$ cat config.mk
export PLATFORM = sky130hd
export DESIGN_NAME = alu_seq
export DESIGN_NICKNAME = d
export VERILOG_FILES = /design/src/rtl/alu_seq.sv
export SDC_FILE = /design/constraint.sdc
export NUM_CORES = 1
export LEC_CHECK = 0
export ABC_AREA = 1
export CAP_MARGIN = 0
export CORE_ASPECT_RATIO = 1.5
export CORE_MARGIN = 2
export CORE_UTILIZATION = 28
export CTS_CLUSTER_SIZE = 14
export DETAILED_ROUTE_END_ITERATION = 10
export GPL_TIMING_DRIVEN = 1
export RECOVER_POWER = 50
export SYNTH_ARGS = -nofsm -noshare
export SYNTH_HDL_FRONTEND = slang
export SYNTH_SLANG_ARGS = --single-unit
$ cat constraint.sdc
create_clock -name clk -period 3.7 [get_ports clk]
set_clock_uncertainty 0.1 [all_clocks]
set_input_delay 0.555 -clock clk [delete_from_list [all_inputs] [get_ports clk]]
set_output_delay 0.555 -clock clk [all_outputs]
set_load 0.1 [all_outputs]
$ cat src/rtl/alu_seq.sv
// Registered ALU with single-cycle logic/arithmetic ops and iterative MUL/DIV.
// One op is issued per start pulse; done pulses when result and flags are valid.
module alu_seq #(
    parameter int WIDTH = 16
) (
    input  logic             clk,
    input  logic             rst,
    input  logic             start,
    input  logic [2:0]       code,
    input  logic [WIDTH-1:0] operand1,
    input  logic [WIDTH-1:0] operand2,
    output logic [WIDTH-1:0] result,
    output logic [WIDTH-1:0] remainder,
    output logic             busy,
    output logic             done,
    output logic             zero,
    output logic             carry,
    output logic             overflow,
    output logic             div_by_zero
);
    localparam int SHW = $clog2(WIDTH);
    localparam int CW  = SHW + 1;

    localparam logic [2:0] OP_ADD = 3'b000;
    localparam logic [2:0] OP_SUB = 3'b001;
    localparam logic [2:0] OP_AND = 3'b010;
    localparam logic [2:0] OP_OR  = 3'b011;
    localparam logic [2:0] OP_XOR = 3'b100;
    localparam logic [2:0] OP_SLL = 3'b101;
    localparam logic [2:0] OP_MUL = 3'b110;

    typedef enum logic {IDLE, RUN} state_t;

    state_t             state_reg, state_next;
    logic               mul_reg, mul_next;
    logic [CW-1:0]      cnt_reg, cnt_next;
    logic [2*WIDTH-1:0] acc_reg, acc_next;
    logic [2*WIDTH-1:0] mcand_reg, mcand_next;
    logic [WIDTH-1:0]   work_reg, work_next;
    logic [WIDTH-1:0]   divisor_reg, divisor_next;
    logic [WIDTH-1:0]   result_reg, result_next;
    logic [WIDTH-1:0]   remainder_reg, remainder_next;
    logic               done_reg, done_next;
    logic               zero_reg, zero_next;
    logic               carry_reg, carry_next;
    logic               overflow_reg, overflow_next;
    logic               dbz_reg, dbz_next;

    logic [WIDTH:0]     sum_ext, diff_ext;
    logic [2*WIDTH-1:0] mul_acc;
    logic [WIDTH:0]     div_shifted, div_trial;
    logic [WIDTH-1:0]   rem_step, quot_step;

    assign sum_ext  = {1'b0, operand1} + {1'b0, operand2};
    assign diff_ext = {1'b0, operand1} - {1'b0, operand2};

    // MUL: work_reg holds the multiplier, consumed LSB first; mcand_reg shifts left.
    assign mul_acc = acc_reg + (work_reg[0] ? mcand_reg : '0);

    // DIV: work_reg holds dividend bits shifting out MSB first, quotient bits shifting in.
    assign div_shifted = {acc_reg[WIDTH-1:0], work_reg[WIDTH-1]};
    assign div_trial   = div_shifted - {1'b0, divisor_reg};
    assign rem_step    = div_trial[WIDTH] ? div_shifted[WIDTH-1:0] : div_trial[WIDTH-1:0];
    assign quot_step   = {work_reg[WIDTH-2:0], ~div_trial[WIDTH]};

    always_comb begin
        state_next     = state_reg;
        mul_next       = mul_reg;
        cnt_next       = cnt_reg;
        acc_next       = acc_reg;
        mcand_next     = mcand_reg;
        work_next      = work_reg;
        divisor_next   = divisor_reg;
        result_next    = result_reg;
        remainder_next = remainder_reg;
        done_next      = 1'b0;
        zero_next      = zero_reg;
        carry_next     = carry_reg;
        overflow_next  = overflow_reg;
        dbz_next       = dbz_reg;

        case (state_reg)
            IDLE: begin
                if (start) begin
                    remainder_next = '0;
                    carry_next     = 1'b0;
                    overflow_next  = 1'b0;
                    dbz_next       = 1'b0;
                    done_next      = 1'b1;
                    case (code)
                        OP_ADD: begin
                            result_next   = sum_ext[WIDTH-1:0];
                            carry_next    = sum_ext[WIDTH];
                            overflow_next = (operand1[WIDTH-1] == operand2[WIDTH-1]) &&
                                            (sum_ext[WIDTH-1] != operand1[WIDTH-1]);
                        end
                        OP_SUB: begin
                            result_next   = diff_ext[WIDTH-1:0];
                            carry_next    = diff_ext[WIDTH];
                            overflow_next = (operand1[WIDTH-1] != operand2[WIDTH-1]) &&
                                            (diff_ext[WIDTH-1] != operand1[WIDTH-1]);
                        end
                        OP_AND: result_next = operand1 & operand2;
                        OP_OR:  result_next = operand1 | operand2;
                        OP_XOR: result_next = operand1 ^ operand2;
                        OP_SLL: result_next = operand1 << operand2[SHW-1:0];
                        default: begin
                            if (code != OP_MUL && operand2 == '0) begin
                                result_next    = '1;
                                remainder_next = operand1;
                                dbz_next       = 1'b1;
                            end else begin
                                // Multi-cycle: leave result/flags untouched until completion.
                                done_next      = 1'b0;
                                result_next    = result_reg;
                                remainder_next = remainder_reg;
                                carry_next     = carry_reg;
                                overflow_next  = overflow_reg;
                                dbz_next       = dbz_reg;
                                state_next     = RUN;
                                mul_next       = (code == OP_MUL);
                                cnt_next       = '0;
                                acc_next       = '0;
                                mcand_next     = {{WIDTH{1'b0}}, operand1};
                                work_next      = (code == OP_MUL) ? operand2 : operand1;
                                divisor_next   = operand2;
                            end
                        end
                    endcase
                end
            end
            RUN: begin
                cnt_next = cnt_reg + 1'b1;
                if (mul_reg) begin
                    acc_next   = mul_acc;
                    mcand_next = mcand_reg << 1;
                    work_next  = work_reg >> 1;
                end else begin
                    acc_next  = {{WIDTH{1'b0}}, rem_step};
                    work_next = quot_step;
                end
                if (cnt_reg == CW'(WIDTH - 1)) begin
                    state_next    = IDLE;
                    done_next     = 1'b1;
                    overflow_next = 1'b0;
                    dbz_next      = 1'b0;
                    if (mul_reg) begin
                        result_next    = mul_acc[WIDTH-1:0];
                        remainder_next = '0;
                        carry_next     = |mul_acc[2*WIDTH-1:WIDTH];
                    end else begin
                        result_next    = quot_step;
                        remainder_next = rem_step;
                        carry_next     = 1'b0;
                    end
                end
            end
            default: state_next = IDLE;
        endcase

        if (done_next)
            zero_next = (result_next == '0);
    end

    always_ff @(posedge clk) begin
        if (rst) begin
            state_reg     <= IDLE;
            mul_reg       <= 1'b0;
            cnt_reg       <= '0;
            acc_reg       <= '0;
            mcand_reg     <= '0;
            work_reg      <= '0;
            divisor_reg   <= '0;
            result_reg    <= '0;
            remainder_reg <= '0;
            done_reg      <= 1'b0;
            zero_reg      <= 1'b0;
            carry_reg     <= 1'b0;
            overflow_reg  <= 1'b0;
            dbz_reg       <= 1'b0;
        end else begin
            state_reg     <= state_next;
            mul_reg       <= mul_next;
            cnt_reg       <= cnt_next;
            acc_reg       <= acc_next;
            mcand_reg     <= mcand_next;
            work_reg      <= work_next;
            divisor_reg   <= divisor_next;
            result_reg    <= result_next;
            remainder_reg <= remainder_next;
            done_reg      <= done_next;
            zero_reg      <= zero_next;
            carry_reg     <= carry_next;
            overflow_reg  <= overflow_next;
            dbz_reg       <= dbz_next;
        end
    end

    assign result      = result_reg;
    assign remainder   = remainder_reg;
    assign busy        = (state_reg == RUN);
    assign done        = done_reg;
    assign zero        = zero_reg;
    assign carry       = carry_reg;
    assign overflow    = overflow_reg;
    assign div_by_zero = dbz_reg;
endmodule

==> flow_summary.yaml <==
global_route:
  grt_start_max_net_pins: 63
  grt_pass1_vias: 14400
  overflow: 0
  grt_pass1_wl_um: 83200
  antenna_found_initial: 0
  track_usage_pct: 23.3
pwr:
  cellInternalPower_mw: 3.74
  p_clk_share_pct: 27.3
  leakage_nw: 7.19
  total_power_mw: 6.77
  powerDensity_nw_per_um2: 453
  pwr-share-comb_pct: 46.6
  switchingPower_mw: 3.03
  swShare_pct: 44.8
  vdd_ir_drop_max_mv: 0.305
  seq_power_share_pct: 26.1
synthesis:
  synth.area.top_cells: "dfxtp_1 (22%), nand2_1 (19%), ha_1 (9.9%), a21oi_1 (8.3%), inv_1 (8.1%)"
  synth_fp_nets: 2292
  postSynthAreaPerCell_um2: 5.94
  ys.warnings.count: 0
  synth_edf_count: 0
  postSynthCellCount: 2149
  ys.flop_type: "dfxtp_1"
  synth_cell_types: 50
  yosysSeqAreaShare_pct: 22.0
  ys_seq_elements: 140
  synth_top_area_share_pct: 22.0
  syn-cell-area_um2: 12800
  async_reset_ff_share_pct: 0
  synth_top_cell_by_area: "dfxtp_1"
drt:
  wl_um: 55500
  antenna_left: 0
  wl_per_cell_um: 19.7
  drt_iter0_drc: 1342
  drt-vias-per-instance: 5.19
  vias: 14600
  dr.pass1.iters: 6
  drc_errors: 0
sta:
  rsz0062_at_grt: "no"
  fin_crit_sh_pct: 92.8
  tns_ns: 0
  period_minus_slack_ns: 3.43
  relSlewSlack_pct: 12.5
  hold_violations: 0
  holdWs_ns: 0.364
  slew_violations: 0
  setup_viol: 0
  max_freq_mhz: 291
  worst_pin_slew_ns: 1.32
critical_path:
  cp-start-kind: "primary input"
  cp_max_fo: 16
  cp_top_family: "buffers and inverters"
  endpoint_kind: "register"
  critPathArrivalTime_ns: 3.65
  cp_num_buf_inv: 4
  cp_slowest_stage_delay_ns: 0.60
  worstSetupPathType: "primary input to register"
  required_ns: 3.92
  worstPathCellList: "dlygate4sd3_1, inv_1, clkbuf_4, nand3_1, nor2_1, nand3_1, nand2_1, nand2_4, nor2_1, nor2_2, buf_4, a31oi_1, a21oi_1"
  cp_slowest_cell: "dlygate4sd3_1"
finish:
  drive_gt1_share_pct: 6.35
  finalNetCount: 2367
  finalInstanceArea_um2: 15000
  layout_commonest_cell: "nand2_1"
  instances_no_fill: 2819
  syn_to_final_growth_pct: 17.2
  layout_common_cells: "nand2_1 (636), inv_1 (276), a21oi_1 (213)"
  fill_cells: 4995
  antennaDiodeCount: 0
die:
  fp-row-count: 95
  ios: 76
  die_w_um: 178
  start_util_pct: 28.4
  core-area_um2: 44900
  die_area_um2: 47300
  fp.dieH_um: 265
clocking:
  ctsHoldBuffers: 0
  cts_buffers: 17
  cts_tree: "done"
  cts.path.max_buffers: 2
  clk_pin_slew_worst_paths_ns: 0.07
  cts_resized: 0
  cts_setup_buffers: 0
  cts_root_buf: "clkbuf_16"
  cts_max_level: 4
  insertion_delay_ns: 0.45
  clock_sinks: 140
place:
  gp_congestion: 0.984
  postPlaceCellArea_um2: 14400
  port_buffers: 75
  dp_cells: 2787
  dp_hpwl_um: 44800
run:
  drv_cap: 0
min_path:
  hp-class: "register to register"
outcome:
  status: "complete, no violations"
==> power groups by stage <==
stage / Sequential [mW] / Combinational [mW] / Clock, mW
after global routing: 1.78 / 3.45 / 1.92
after global placement: 1.80 / 3.10 / 0
after floorplan: 1.99 / 1.91 / 0
after detailed placement: 1.80 / 3.12 / 0
after CTS: 1.77 / 3.14 / 1.86
final: 1.77 / 3.15 / 1.85
==> cells by family after synthesis <==
family                   after synthesis  share of synthesized area, %
XOR/XNOR                              30                          2.06
AO/OA/AOI/OAI                        446                          19.4
buffers and inverters                377                          11.7
flip-flops                           140                          22.0
AND/OR/NAND/NOR                     1051                          34.3
adder cells (fa/ha/maj)              105                          10.5
==> worst paths after layout <==
check / startpoint / depth (start not counted) / slack [ns] / end
max: operand2[0] / 13 / 0.27 / remainder[15]$_SDFFE_PP0P_
min: mcand_reg[31]$_SDFFE_PP0P_ / 2 / 0.36 / mcand_reg[31]$_SDFFE_PP0P_
max reg2reg: work_reg[0]$_SDFFE_PP0P_ / 16 / 0.34 / zero$_SDFFE_PP0P_
min reg2reg: mcand_reg[31]$_SDFFE_PP0P_ / 2 / 0.36 / mcand_reg[31]$_SDFFE_PP0P_
==> worst register-to-register path, delay by kind of cell (launching register included) <==
kind / cells / cell delay, ns
and+or+nand+nor: 10 / 1.26
DFF: 1 / 0.42
AOI/OAI and AO/OA: 3 / 0.71
adders and majority gates: 2 / 0.73
buffers and inverters: 1 / 0.07
==> per-stage QoR <==
stage | setup WS (ns) | utilization, %
finish | 0.266 | 33.3
detailed placement | 0.148 | 32.0
global placement | 0.120 | 32.0
CTS | 0.374 | 33.4
global route | 0.0726 | 33.3
floorplan | 0.770 | -
==> per-layer routing <==
metal  vias up  share of wire [%]  global-route usage, %
met3       197                5.4                   2.97
met1      6709                 37                   24.5
li1       7172                  -                      -
met5         -                  0                      0
met2       562                 49                   41.6
met4         0                8.6                   18.1
==> synthesized netlist by cell type (2+ instances only) <==
| cell | count |
|---|---|
| ha_1 | 101 |
| and2_1 | 3 |
| or2_2 | 23 |
| inv_1 | 276 |
| o21a_1 | 3 |
| nand2_1 | 635 |
| a21oi_2 | 2 |
| nor2_2 | 2 |
| o21ai_1 | 3 |
| inv_2 | 6 |
| nand3_1 | 194 |
| a21o_1 | 6 |
| a21boi_0 | 2 |
| nand4_1 | 22 |
| nor3_1 | 11 |
| dfxtp_1 | 140 |
| clkbuf_1 | 55 |
| o22ai_1 | 16 |
| buf_2 | 32 |
| xnor2_1 | 10 |
| nand3_2 | 2 |
| nor4_1 | 2 |
| nand2_4 | 2 |
| o21bai_1 | 5 |
| o221ai_1 | 2 |
| fa_1 | 4 |
| o21ai_0 | 105 |
| o211ai_1 | 20 |
| nor2_1 | 150 |
| buf_4 | 2 |
| a21oi_1 | 212 |
| a31oi_1 | 47 |
| xor2_1 | 20 |
| a22oi_1 | 17 |
| buf_6 | 2 |
==> final cells by class <==
class | instances | area [um2] | share of cell area, %
inverters | 283 | 1060 | 7.10
clock inverters | 14 | 184 | 1.23
repair buffers | 150 | 1290 | 8.60
clock buffers | 18 | 439 | 2.94
multi-input cells | 1632 | 8450 | 56.5
well taps | 582 | 728 | 4.87
flip-flops and latches | 140 | 2800 | 18.8
(Power assumes the default switching activity.)
==> edit 1: new RTL, same settings <==
Change the parameter `WIDTH` from 16 to 8.
--- a/src/rtl/alu_seq.sv
+++ b/src/rtl/alu_seq.sv
@@ -3,3 +3,3 @@
 module alu_seq #(
-    parameter int WIDTH = 16
+    parameter int WIDTH = 8
 ) (
Interface: changed (resized operand1, operand2, remainder and result); port bits go from 76 to 44. No check against the original RTL was run, so the function may have changed too.
==> edit 1 against the original RTL <==
Area after synthesis down 52%. Worst setup slack improved by 0.30 ns. Global-route usage fell by 5.1 points. Design area shrank 52%. Wire length is 61% lower. Non-clock buffer count fell by 86. Combinational power fell by 72%. Critical endpoint is now work_reg[6]. Sequential cell count shrank 65. Power shrank 59%. Maximum frequency up 9.5%. Register-to-register slack gained 0.48 ns. Sequential share of layout area grew 2.2 points.
==> edit 1: results (changes against the original RTL) <==
Detailed routing
  – Wire per inst: 16.5 um (-16%)
  – DR vias/cell: 5.05 (-2.7%)
  – Drt first pass iters: 5 (-1)
  – DR iter-0 viols: 375 (-72%)

Logic synthesis
  – Synth area leaders: dfxtp_1 (24%), nand2_1 (17%), ha_1 (9.9%)
  – Commonest cells in the netlist: nand2_1 (277), inv_1 (122), a21oi_1 (103), dfxtp_1 (75), nand3_1 (74)
  – Warnings from Yosys: 0 (unchanged)
  – Sequential area share after synthesis: 0.243 (+0.0236)
  – Mux share of post-synthesis cell area: 0 (unchanged)
  – Xor and xnor fraction of the mapped netlist area: 0.0184 (-0.00215)
  – Syn nets: 1058 (-54%)
  – Distinct cells, synth: 40 (-20%)
  – Compound-Gate Fraction of Synth Area: 0.189 (-0.00562)
  – Post-synthesis adder-cell area fraction: 0.112 (+0.00699)
  – Mapped Avg Cell Area: 6.28 um^2 (+5.7%)

Placement
  – Dpl ws: 0.378 ns (+0.229 ns)
  – Buffers added on ports: 43 (-43%)
  – Hpwl dp: 17000 um (-62%)
  – Final Wtd Congestion: 0.962 (-2.2%)

Setup path
  – Crit path max-delay family: buffers and inverters
  – Max FO, Critical Path: 19 (+3)
  – Reg-to-reg slack, setup: 0.82 ns (+0.48 ns)
  – WP data arrival: 3.30 ns (-0.35 ns)
  – Cells on worst reg2reg path: 17 (+1)
  – Crit-path max cell delay: 0.83 ns (+0.23 ns)

Power and ir drop
  – Logic pwr share: 0.317 (-0.149)
  – VDD IR max: 0.000226 V (-26%)
  – Pleak: 3.52 nW (-51%)
  – P_seq: 906 uW (-49%)
  – Sw frac: 0.366 (-0.0819)

Clocking
  – Post-CTS setup buffer count: 0 (unchanged)
  – Clk root buf: clkbuf_16
  – Clock buffer depth: 2 (unchanged)
  – H-tree levels: 3 (-1)
  – Inserted Clock Buffers: 9 (-8)
  – Worst skew pair latency: 0.34 ns (-0.11 ns)
  – Number of gates resized after cts: 0 (unchanged)

STA
  – Min Hold Slack: 0.359 ns (-0.00572 ns)
  – Relative slew slack: 0.210 (+0.0849)

Hold path
  – Hold path startpoint: div_by_zero
  – Worst Hold Class: reg2reg
  – Worst Hold End: div_by_zero

Global routing
  – First-pass GRT wire length: 33300 um (-60%)
  – Largest net degree at the start of global routing: 49 (-22%)
  – GRT Total Usage: 0.182 (-0.0508)
  – Vias in the first global route: 6406 (-55%)

Final layout
  – Number of diodes: 0 (unchanged)
  – Filler cell count: 2423 (-51%)
  – Non-filler instance count after layout: 1298 (-54%)
  – Share of cells above drive strength 1: 0.0595 (-0.00402)
  – Final layout net count: 1096 (-54%)

Outcome
  – Status: finished, final reports clean
-- edit 1: worst max path at each step --
stage	from	to	slack, ns	cells after the start
6_report	code[1]	work_reg[6]	0.56	9
5_1_grt	code[1]	work_reg[6]	0.27	9
4_1_cts	operand1[3]	zero	0.72	15
3_5_place_dp	operand1[3]	zero	0.38	15
3_3_place_gp	operand1[3]	zero	0.38	15
2_1_floorplan	work_reg[0]	carry	1.23	16
-- edit 1: layout make-up --
class                      instances  share of cell area
clock buffer                      12              0.0357
clock inverter                     4              0.0101
inverter                         130              0.0679
multi-input combinational        741               0.550
sequential                        75               0.209
tap                              272              0.0474
timing repair buffer              64              0.0798
-- edit 1: stage by stage --
step / cell area [um^2] / power [mW]
detailed placement: 6890 / 1.80
floorplan: 6170 / 1.56
finish: 7180 / 2.75
global route: 7180 / 2.88
CTS: 7220 / 2.76
global placement: 6890 / 1.80
-- edit 1: layer usage --
layer  share of wire  GRT usage
met1            0.38      0.189
met2            0.52      0.355
met3           0.038     0.0152
met4           0.054      0.108
met5               0          0
==> edit 2: new RTL, same flow settings <==
Made on the original files. Reset style: asynchronous (`rst`), changed in one clocked block.
--- a/src/rtl/alu_seq.sv
+++ b/src/rtl/alu_seq.sv
@@ -164,3 +164,3 @@
 
-    always_ff @(posedge clk) begin
+    always_ff @(posedge clk or posedge rst) begin
         if (rst) begin
Function: differs if rst is asserted again (counterexample within 4 cycles, from zero or initial values and one cycle with rst high); with rst held inactive, the same outputs for 4 cycles.
==> edit 2 against the original RTL <==
The run now ends with capacitance limit, slew limit left. Sequential cell count unchanged. Wire length increased by 6.1%. Area after synthesis increased by 4.7%. Design area increased by 6.9%. Cell count increased by 2.6%. Worst setup slack improved by 0.069 ns. Maximum frequency increased by 2.1%. Highest routed layer unchanged.
Power is not compared: it rests on default switching activity, and its combinational part moved more than twofold at a synthesized area within 25%.
==> edit 2: results (changes against the original RTL) <==
Outcome
  – Status: finished with violations
  – Failing checks: capacitance limit, slew limit

Logic synthesis
  – Syn nets: 2287 (-0.22%)
  – Xor and xnor fraction of the mapped netlist area: 0.0111 (-0.00945)
  – Distinct cells, synth: 47 (-6.0%)
  – Post-synthesis adder-cell area fraction: 0.101 (-0.00474)
  – Ys async rst share: 1.00 (+1.00)
  – Commonest cells in the netlist: nand2_1 (651), inv_1 (318), nand3_1 (179), nor2_1 (178), dfrtp_1 (140)
  – Compound-Gate Fraction of Synth Area: 0.168 (-0.0266)

Global routing
  – First-pass GRT wire length: 88000 um (+5.9%)
  – Largest net degree at the start of global routing: 52 (-17%)
  – GRT Total Usage: 0.237 (+0.00363)

Setup path
  – Crit path max-delay family: simple AND/OR/NAND/NOR gates
  – Max FO, Critical Path: 8 (-8)
  – Worst r2r src: work_reg[15]
  – Crit-path max cell delay: 0.56 ns (-0.04 ns)
  – WP data arrival: 3.66 ns (about the same)
  – CP max stage cell: clkdlybuf4s50_1
  – FF-to-FF End: zero

Placement
  – Hpwl dp: 48900 um (+9.1%)
  – Dpl ws: -0.315 ns (-0.463 ns)
  – Final Wtd Congestion: 0.993 (+0.86%)

Detailed routing
  – Drt total wl: 58900 um (+6.1%)
  – DR iter-0 viols: 1058 (-21%)
  – DR vias/cell: 5.15 (-0.86%)

Hold path
  – Worst hold stages: 1 (-1)

Final layout
  – Share of cells above drive strength 1: 0.0754 (+0.0120)
  – Final layout net count: 2423 (+2.4%)
  – Filler cell count: 5199 (+4.1%)

STA
  – Slew Limit Fails: 35 (+35)
  – Min Hold Slack: 0.390 ns (+0.0257 ns)
  – Worst-Margin Slew: 1.64 ns (+0.322 ns)

Run
  – Max Cap Viol: 1 (+1)
==> edit 2: how the worst max path moves through the flow <==
stage / startpoint / endpoint / slack [ns] / cells after the start
final: operand2[12] / zero / 0.33 / 18
after global routing: code[2] / mcand_reg[14] / 0.09 / 13
after CTS: operand2[12] / zero / 0.15 / 18
after detailed placement: operand2[12] / zero / -0.32 / 18
after global placement: operand2[12] / zero / -0.43 / 18
after floorplan: work_reg[0] / carry / 0.97 / 20
==> edit 2: final cells by class <==
class                   count  area (um^2)  share of cell area
multi-input cells        1598         8240               0.516
repair buffers            191         1630               0.102
clock buffers              17          425              0.0266
inverters                 332         1250              0.0782
flip-flops and latches    140         3500               0.219
clock inverters            15          189              0.0118
well taps                 600          751              0.0469
==> edit 2: routing by layer <==
metal / GRT usage / up-vias / routed length, um
li1: - / 7224 / -
met1: 0.230 / 7007 / 20400
met2: 0.461 / 489 / 31900
met3: 0.0268 / 175 / 2090
met4: 0.166 / 0 / 4590
met5: 0 / - / 0
==> edit 2: cells by family after synthesis <==
kind of cell	count (synthesis)
and+or+nand+nor	1084
buffers and inverters	406
AOI/OAI and AO/OA	392
DFF	140
adders and majority gates	105
xor gates and xnor gates	17
==> edit 2: per-stage QoR <==
stage | util | area, um^2 | std cells | power (mW)
floorplan | - | 13400 | 2144 | 9.42
global placement | 0.325 | 15400 | 2861 | 12.5
detailed placement | 0.325 | 15400 | 2861 | 12.6
CTS | 0.338 | 16100 | 2893 | 14.4
global route | 0.337 | 16000 | 2893 | 15.5
finish | 0.337 | 16000 | 2893 | 14.5
==> edit 2: what timing repair did <==
| item | CTS | global route |
|---|---|---|
| resized for setup | 0 | 1 |
| endpoints found under the setup margin | 0 | 2 |
| hold buffers | 0 | 0 |
==> edit 2: where the power goes <==
part           switching, mW  internal [mW]  leakage, nW
Clock                  0.831          0.976        0.299
Combinational           6.89           2.95         6.28
Sequential             0.578           2.24         1.73
Total                   8.30           6.16         8.31
